**src/rtl/mul_sweep_ctrl.sv**
```systemverilog
// Exhaustive operand sweep and error-statistics engine for a combinational WxW multiplier.
// Optional build macro MUL_SWEEP_SUM_EN adds the sum-of-absolute-error accumulator.
module mul_sweep_ctrl #(
    parameter int W = 8
) (
    input  logic             clk,
    input  logic             rst_n,
    input  logic             start,
    input  logic             abort,
    output logic [W-1:0]     mul_a,
    output logic [W-1:0]     mul_b,
    input  logic [2*W-1:0]   mul_r,
    output logic             busy,
    output logic             done,
    output logic [2*W:0]     err_cnt,
    output logic [2*W-1:0]   max_err,
    output logic [W-1:0]     worst_a,
    output logic [W-1:0]     worst_b,
    output logic [4*W-1:0]   sum_abs_err
);

    typedef enum logic [1:0] {
        IDLE = 2'd0,
        RUN  = 2'd1,
        DONE = 2'd2
    } state_t;

    localparam logic [W-1:0]   ONE_OP  = 1;
    localparam logic [2*W:0]   ONE_CNT = 1;

    state_t           state;
    logic [2*W-1:0]   exact;
    logic [2*W-1:0]   diff;
    logic             last_pair;

    // Magnitude of the signed (2W+1)-bit difference; it always fits in 2W bits.
    function automatic logic [2*W-1:0] abs_diff(input logic [2*W-1:0] r,
                                                input logic [2*W-1:0] e);
        logic signed [2*W:0] d;
        logic signed [2*W:0] mag;
        d   = $signed({1'b0, r}) - $signed({1'b0, e});
        mag = (d < 0) ? -d : d;
        return (2*W)'(mag);
    endfunction

    assign exact     = {{W{1'b0}}, mul_a} * {{W{1'b0}}, mul_b};
    assign diff      = abs_diff(mul_r, exact);
    assign last_pair = (mul_a == {W{1'b1}}) && (mul_b == {W{1'b1}});

`ifndef MUL_SWEEP_SUM_EN
    assign sum_abs_err = '0;
`endif

    always_ff @(posedge clk or negedge rst_n) begin
        if (!rst_n) begin
            state       <= IDLE;
            mul_a       <= '0;
            mul_b       <= '0;
            busy        <= 1'b0;
            done        <= 1'b0;
            err_cnt     <= '0;
            max_err     <= '0;
            worst_a     <= '0;
            worst_b     <= '0;
`ifdef MUL_SWEEP_SUM_EN
            sum_abs_err <= '0;
`endif
        end else begin
            case (state)
                IDLE, DONE: begin
                    // abort is a no-op here; only start leaves these states
                    if (start) begin
                        state       <= RUN;
                        busy        <= 1'b1;
                        done        <= 1'b0;
                        mul_a       <= '0;
                        mul_b       <= '0;
                        err_cnt     <= '0;
                        max_err     <= '0;
                        worst_a     <= '0;
                        worst_b     <= '0;
`ifdef MUL_SWEEP_SUM_EN
                        sum_abs_err <= '0;
`endif
                    end
                end
                RUN: begin
                    if (abort) begin
                        // statistics and operands stay frozen at the aborted point
                        state <= IDLE;
                        busy  <= 1'b0;
                    end else begin
                        if (diff != '0)
                            err_cnt <= err_cnt + ONE_CNT;
                        if (diff > max_err) begin
                            max_err <= diff;
                            worst_a <= mul_a;
                            worst_b <= mul_b;
                        end
`ifdef MUL_SWEEP_SUM_EN
                        sum_abs_err <= sum_abs_err + {{(2*W){1'b0}}, diff};
`endif
                        if (last_pair) begin
                            state <= DONE;
                            busy  <= 1'b0;
                            done  <= 1'b1;
                        end else begin
                            mul_b <= mul_b + ONE_OP;
                            if (mul_b == {W{1'b1}})
                                mul_a <= mul_a + ONE_OP;
                        end
                    end
                end
                default: begin
                    state <= IDLE;
                    busy  <= 1'b0;
                    done  <= 1'b0;
                end
            endcase
        end
    end

endmodule

```
**config.mk**
```make
export PLATFORM = sky130hd
export DESIGN_NAME = mul_sweep_ctrl
export DESIGN_NICKNAME = d
export VERILOG_FILES = /design/src/rtl/mul_sweep_ctrl.sv
export SDC_FILE = /design/constraint.sdc
export NUM_CORES = 1
export LEC_CHECK = 0
export CELL_PAD_IN_SITES_DETAIL_PLACEMENT = 0
export CELL_PAD_IN_SITES_GLOBAL_PLACEMENT = 2
export CORE_UTILIZATION = 40
export DETAILED_ROUTE_END_ITERATION = 8
export DONT_BUFFER_PORTS = 1
export PLACE_DENSITY_LB_ADDON = 0.08
export REMOVE_ABC_BUFFERS = 1
export SETUP_SLACK_MARGIN = 0.02
export SYNTH_ARGS = -nofsm -noshare
export SYNTH_HDL_FRONTEND = slang
export SYNTH_SLANG_ARGS = --single-unit
```
**constraint.sdc**
```tcl
create_clock -name clk -period 8.8 [get_ports clk]
set_input_delay 0.88 -clock clk [delete_from_list [all_inputs] [get_ports clk]]
set_output_delay 0.88 -clock clk [all_outputs]
set_load 0.005 [all_outputs]
```
---- Word-level counts from Yosys, hierarchy flattened ----
Index checks and enable logic that the tools add are counted.
storage, ports and cells
  memory bits (read-only) ................. 0
  logic and storage cells ................. 75
  output and inout port bits .............. 99
  memory bits (writable) .................. 0
  memories kept ........................... 0
  flip-flop bits (word level) ............. 69
  input bits .............................. 20
  bits in latches ......................... 0
operators by class
  multiply operators ...................... 1
  add/sub/neg operators ................... 5
  div/mod/pow operators ................... 0
  bitwise operators ....................... 0
  magnitude comparators ................... 2
  reduce and logical (&&, ||, !) cells .... 11
  equality and inequality tests ........... 12
  muxes and demuxes ....................... 35
  shifts and indexed selects .............. 0
operator list
  kind                                                 count
  2-to-1 mux 8 bit                                     10
  2-to-1 mux 16 bit                                    4
  one-hot mux 8 bit (2 select lines)                   4
  2-to-1 mux 17 bit                                    3
  one-hot mux 17 bit (2 select lines)                  1
  one-hot mux 16 bit (2 select lines)                  1
  adder 17 x 1 -> 17 bit, second input constant        1
  < comparator 17 x 1 -> 1 bit, second input constant  1
  subtractor 16 x 16 -> 17 bit                         1
  adder 8 x 1 -> 8 bit, second input constant          2
  == test 8 bit, second input constant                 2
  > comparator 16 bit                                  1
  multiplier 8 x 8 -> 16 bit                           1
  negation 16 bit                                      1
  nonzero test 16 bit                                  1
  != test 2 bit, second input constant                 7
  AND reduction 4 bit                                  3
  2-to-1 mux 1 bit                                     6
  2-to-1 mux 2 bit                                     3
  AND reduction 5 bit                                  1
  one-hot mux 1 bit (2 select lines)                   2
  one-hot mux 2 bit (2 select lines)                   1
  != test 3 bit, second input constant                 1
  AND reduction 3 bit                                  1
  other kinds (7)                                      7

---- Depth between registers and ports, before layout ----
  depth in word-level cells ............... 8
  gate-level depth with buffers ........... 34
  mapped depth without buffers ............ 29

---- Worst setup path before layout ----
No wires, ideal clock.
  kind .................................... input-to-reg
  start point ............................. in mul_r[6]
  end point ............................... reg max_err[11]
  path slack .............................. 1.131 ns
  stages on the path ...................... 27
  library setup time ...................... 0.065 ns
  required time ........................... 8.735 ns
  data arrival time ....................... 7.605 ns
  cells stage by stage .................... inv_1 > fa_1 > inv_1 > fa_1 > fa_1 > inv_1 > fa_1 > inv_1 > ha_1 > buf_4 > a211oi_1 > o21ba_2 > nand3_1 > o31a_2 > xor2_1 > or4b_2 > and2_1 > xor2_1 > ha_1 > nand2_1 > nor2_1 > o21ai_0 > a211oi_1 > and2_1 > clkbuf_1 > buf_1 > a22o_2
on the way
  word-level cells in the longest chain between the ends .. 6
  elaborated cells between the ends (all ways) .. 10
  classes of those cells .................. add/sub: 2; order compare: 2; eq/ne: 1; mux: 4; reduce/logical: 1
ends and longest elaborated chain
  element                                                                                      RTL line  text
  start, declared                                                                              12        input logic [2*W-1:0] mul_r,
  subtractor 16 x 16 -> 17 bit (*)                                                             41        d = $signed({1'b0, r}) - $signed({1'b0, e});
  negation 16 bit or < comparator 17 x 1 -> 1 bit (tied branches)                              42        mag = (d < 0) ? -d : d;
  2-to-1 mux 16 bit (*)                                                                        42
  > comparator 16 bit or 2-to-1 mux 16 bit (tied branches)                                     95        if (diff > max_err) begin
  != test 2 bit (no source line) or 2-to-1 mux 16 bit (tied branches)                          -
  AND reduction 4 bit (no source line) or one-hot mux 16 bit (2 select lines) (tied branches)  -
  end signal, assigned                                                                         96        max_err <= diff;
  end, declared                                                                                16        output logic [2*W-1:0] max_err,
Mark *: on every way between the ends. The rest lies on a longest branch, timed or not. The select of a mux whose other input is x is not followed.
A chain may end at the register's enable or synchronous reset.

---- Worst setup path after layout ----
  start point ............................. reg mul_a[4]
  end point ............................... reg max_err[11]
on the way
  word-level cells in the longest chain between the ends .. 7
  elaborated cells between the ends (all ways) .. 11
  classes of those cells .................. add/sub: 2; mul: 1; order compare: 2; eq/ne: 1; mux: 4; reduce/logical: 1
ends and longest elaborated chain
  element                                                                                      RTL line  text
  start, declared                                                                              10        output logic [W-1:0] mul_a,
  start signal, assigned                                                                       110       mul_a <= mul_a + ONE_OP;
  multiplier 8 x 8 -> 16 bit (*)                                                               46        assign exact = {{W{1'b0}}, mul_a} * {{W{1'b0}}, mul_b};
  subtractor 16 x 16 -> 17 bit (*)                                                             41
  negation 16 bit or < comparator 17 x 1 -> 1 bit (tied branches)                              42
  2-to-1 mux 16 bit (*)                                                                        42
  > comparator 16 bit or 2-to-1 mux 16 bit (tied branches)                                     95
  != test 2 bit (no source line) or 2-to-1 mux 16 bit (tied branches)                          -
  AND reduction 4 bit (no source line) or one-hot mux 16 bit (2 select lines) (tied branches)  -
Marks and branches as above.

==> flow_metrics.py <==
metrics = {
    "synth": {
        "yosysWarnings": 0,
        "yosysSeqAreaShare_pct": 23.5,
        "syn-cell-area_um2": 7330,
        "async_flop_share_pct": 100,
        "synthCells": 822,
        "ys_ff_latch": 69,
        "syn_avg_cell_area_um2": 8.92,
        "ys.flop_type": "dfrtp_1",
        "synth_edf_count": 0,
        "synth_cell_type_count": 88,
    },
    "finish": {
        "stdcell_count": 1038,
        "final_layout_size_suffix_gt1_share_pct": 9.64,
        "multi_input_area_um2": 4860,
        "syn2layout_area_growth_pct": 4.40,
        "stdcell_area_um2": 7650,
        "nFillCells": 1810,
        "register_area_um2": 1730,
        "fin_nets": 935,
        "utilization_pct": 42.6,
        "diodes": 0,
    },
    "setup_path": {
        "cp_data_arrival_time_ps": 8380,
        "crit_path_end_kind": "flop",
        "rr_startpoint": "mul_a[4]",
        "worst_setup_path_start_kind": "flop",
        "cp.required_ps": 9030,
        "crit_start": "mul_a[4]",
        "path_max_fanout": 28,
        "crit_type": "reg2reg",
    },
    "power": {
        "share_seq_of_total_power_pct": 37.2,
        "p_sw_share_pct": 35.7,
        "p_total_mw": 1.08,
        "intPower_mw": 0.697,
        "clkPwrFrac_pct": 33.6,
        "netSwitchingPower_mw": 0.387,
        "p_leak_nw": 3.49,
        "combPwrFrac_pct": 29.2,
        "power.density_nw_per_um2": 142,
        "vdd_drop_max_v": 0.0000869,
    },
    "floorplanning": {
        "rows": 49,
        "start_util_pct": 40.8,
        "design.die.area_um2": 18900,
        "die-height_um": 137,
        "fp.dieW_um": 137,
        "coreArea_um2": 18000,
        "top_level_ports": 119,
    },
    "clock_tree": {
        "clockRootBuffer": "clkbuf_16",
        "cts_setup_buffers": 0,
        "cts-resized-gates": 0,
        "worstSkewPairLatency_ps": 340,
        "holdBufCountCts": 0,
        "clkTransAtPathRegs_ps": 60,
        "cts.sink_count": 69,
        "cts_max_level": 3,
        "cts_made_buffers": 9,
        "cts_tree": "done",
        "clk_path_buf_depth": 2,
    },
    "grt": {
        "antenna_found_initial": 0,
        "grt_pass1_vias": 5255,
        "grt_pass1_wl_um": 28000,
        "grt_usage_pct": 19.3,
        "grt-ovfl-total": 0,
        "grt_max_degree": 70,
    },
    "placed_design": {
        "post-place-cells": 1023,
        "hpwlAfterDp_um": 13500,
        "io_buffers": 0,
        "place_congestion": 0.780,
        "pre_cts_ws_ps": 606,
        "placedInstanceArea_um2": 7360,
    },
    "timing": {
        "rsz0062_at_grt": "no",
        "fmax_ghz": 0.123,
        "tns_ps": 0,
        "relSlewSlack_pct": 45.0,
        "holdWs_ps": 233,
        "fin_ws_ps": 649,
        "timing.final.crit_share_pct": 92.6,
        "fin_crit_ps": 8150,
        "skew_ps": 8.13,
        "setup_viol_count_final": 0,
        "tightest_slew_ps": 821,
        "final-max-slew-violation-count": 0,
        "finalHoldViolCount": 0,
    },
    "route": {
        "vias": 5584,
        "drc": 0,
        "routed_via_density": 5.38,
        "wl_um": 17500,
        "wl_per_cell_um": 16.9,
        "first_pass_iters": 4,
        "ant_nets": 0,
        "drt_iter0_drc": 278,
    },
    "status": {
        "status": "complete, no violations",
    },
    "min_path": {
        "worst_hold_path_type": "in2async",
    },
    "job": {
        "cap_violations": 0,
    },
}
==> synth_stat cells, types with 3 or more instances <==
library cell / n / area [um2]
a211o_1: 3 / 26.3
a211oi_1: 6 / 45.0
a21o_1: 6 / 45.0
a21oi_1: 24 / 120
a22o_1: 27 / 236
a31oi_1: 3 / 18.8
and2_1: 40 / 250
and3_1: 8 / 50.1
and3_2: 10 / 75.1
buf_4: 33 / 248
buf_6: 5 / 56.3
clkbuf_1: 24 / 90.1
dfrtp_1: 69 / 1730
fa_1: 49 / 981
ha_1: 61 / 763
inv_1: 111 / 417
mux2i_1: 4 / 40.0
nand2_1: 62 / 233
nand2b_1: 8 / 50.1
nand3_1: 21 / 105
nand4_1: 8 / 50.1
nor2_1: 47 / 176
nor2b_1: 5 / 31.3
nor3_1: 7 / 35.0
nor4_1: 3 / 18.8
o21a_1: 11 / 82.6
o21ai_0: 43 / 215
o21ai_2: 10 / 87.6
o31ai_1: 6 / 45.0
or2b_1: 9 / 67.6
or3_1: 3 / 18.8
xnor2_1: 13 / 114
xor2_1: 15 / 131
==> sequential cells by signal, indices dropped and copies added, names as in the netlist <==
| name | count |
|---|---|
| mul_a | 8 |
| busy | 1 |
| worst_a | 8 |
| worst_b | 8 |
| done | 1 |
| err_cnt | 17 |
| mul_b | 8 |
| state | 2 |
| max_err | 16 |
==> critical path, cell delays in order, from the launching register on <==
cell and delay (ps):
dfrtp_1 590, and2_1 290, fa_1 500, fa_1 550
inv_1 60, fa_1 530, inv_1 60, fa_1 520
inv_1 40, ha_1 370, a21oi_1 160, o21ai_1 170
a311oi_1 370, a21oi_1 180, nor2_1 670, o21ai_0 320
xnor2_1 320, ha_1 290, nor2b_1 130, o21ai_0 140
nand2b_1 80, a21o_1 180, a2111oi_0 540, a211oi_1 150
buf_4 200, and2_1 160, buf_4 240, a22o_2 240
==> cell families after synthesis <==
logic type,count (synthesis),share of synthesized area [%]
AO/OA/AOI/OAI,177,18.1
XOR/XNOR,29,3.72
adder cells (fa/ha/maj),110,23.8
buffers and inverters,180,11.8
flip-flops,69,23.5
multiplexers,4,0.546
other,1,0.0511
AND/OR/NAND/NOR,252,18.4
==> final timing paths <==
path                       cells after the start  slack [ps]          end
hold reg to reg                                1         500  err_cnt[16]
setup reg to reg                              27         650  max_err[11]
setup / recovery                              27         650  max_err[11]
max in group asynchronous                      0        8440     mul_b[6]
hold / removal                                 0         230   max_err[9]
min in group clk                               1         500  err_cnt[16]
==> area by class of cell <==
type                            count  area share [%]
Inverter                          111            5.44
Tap cell                          229            3.74
Clock inverter                      6           0.850
Sequential cell                    69            22.6
Multi-Input combinational cell    604            63.5
Timing Repair Buffer               10           0.981
Clock buffer                        9            2.94
==> layout by cell type (no fill, tap or decap), types with 9 or more instances in the layout <==
cell / count
a21oi_1: 24
xnor2_1: 13
o21ai_2: 10
ha_1: 61
conb_1: 32
buf_4: 10
inv_1: 111
nor2_1: 46
o21a_1: 11
fa_1: 49
and3_2: 10
xor2_1: 15
a22o_1: 27
clkbuf_16: 9
dfrtp_1: 69
o21ai_0: 43
nand3_1: 21
or2b_1: 9
and2_1: 40
nand2_1: 62
==> power by group through the flow <==
stage | clock, mW | combinational, mW | sequential, mW
4_1_cts | 0.377 | 0.319 | 0.405
2_1_floorplan | 0 | 0.235 | 0.390
5_1_grt | 0.386 | 0.361 | 0.411
3_5_place_dp | 0 | 0.317 | 0.411
3_3_place_gp | 0 | 0.314 | 0.409
6_report | 0.364 | 0.316 | 0.403
==> routing by layer <==
metal | vias to the layer above | track usage (%) | routed length, um
met4 | 0 | 5.19 | 196
met3 | 12 | 3.86 | 869
met2 | 128 | 29.5 | 7910
met1 | 2770 | 27.5 | 8570
met5 | - | 0 | 0
li1 | 2674 | - | -
(Power assumes the default switching activity.)
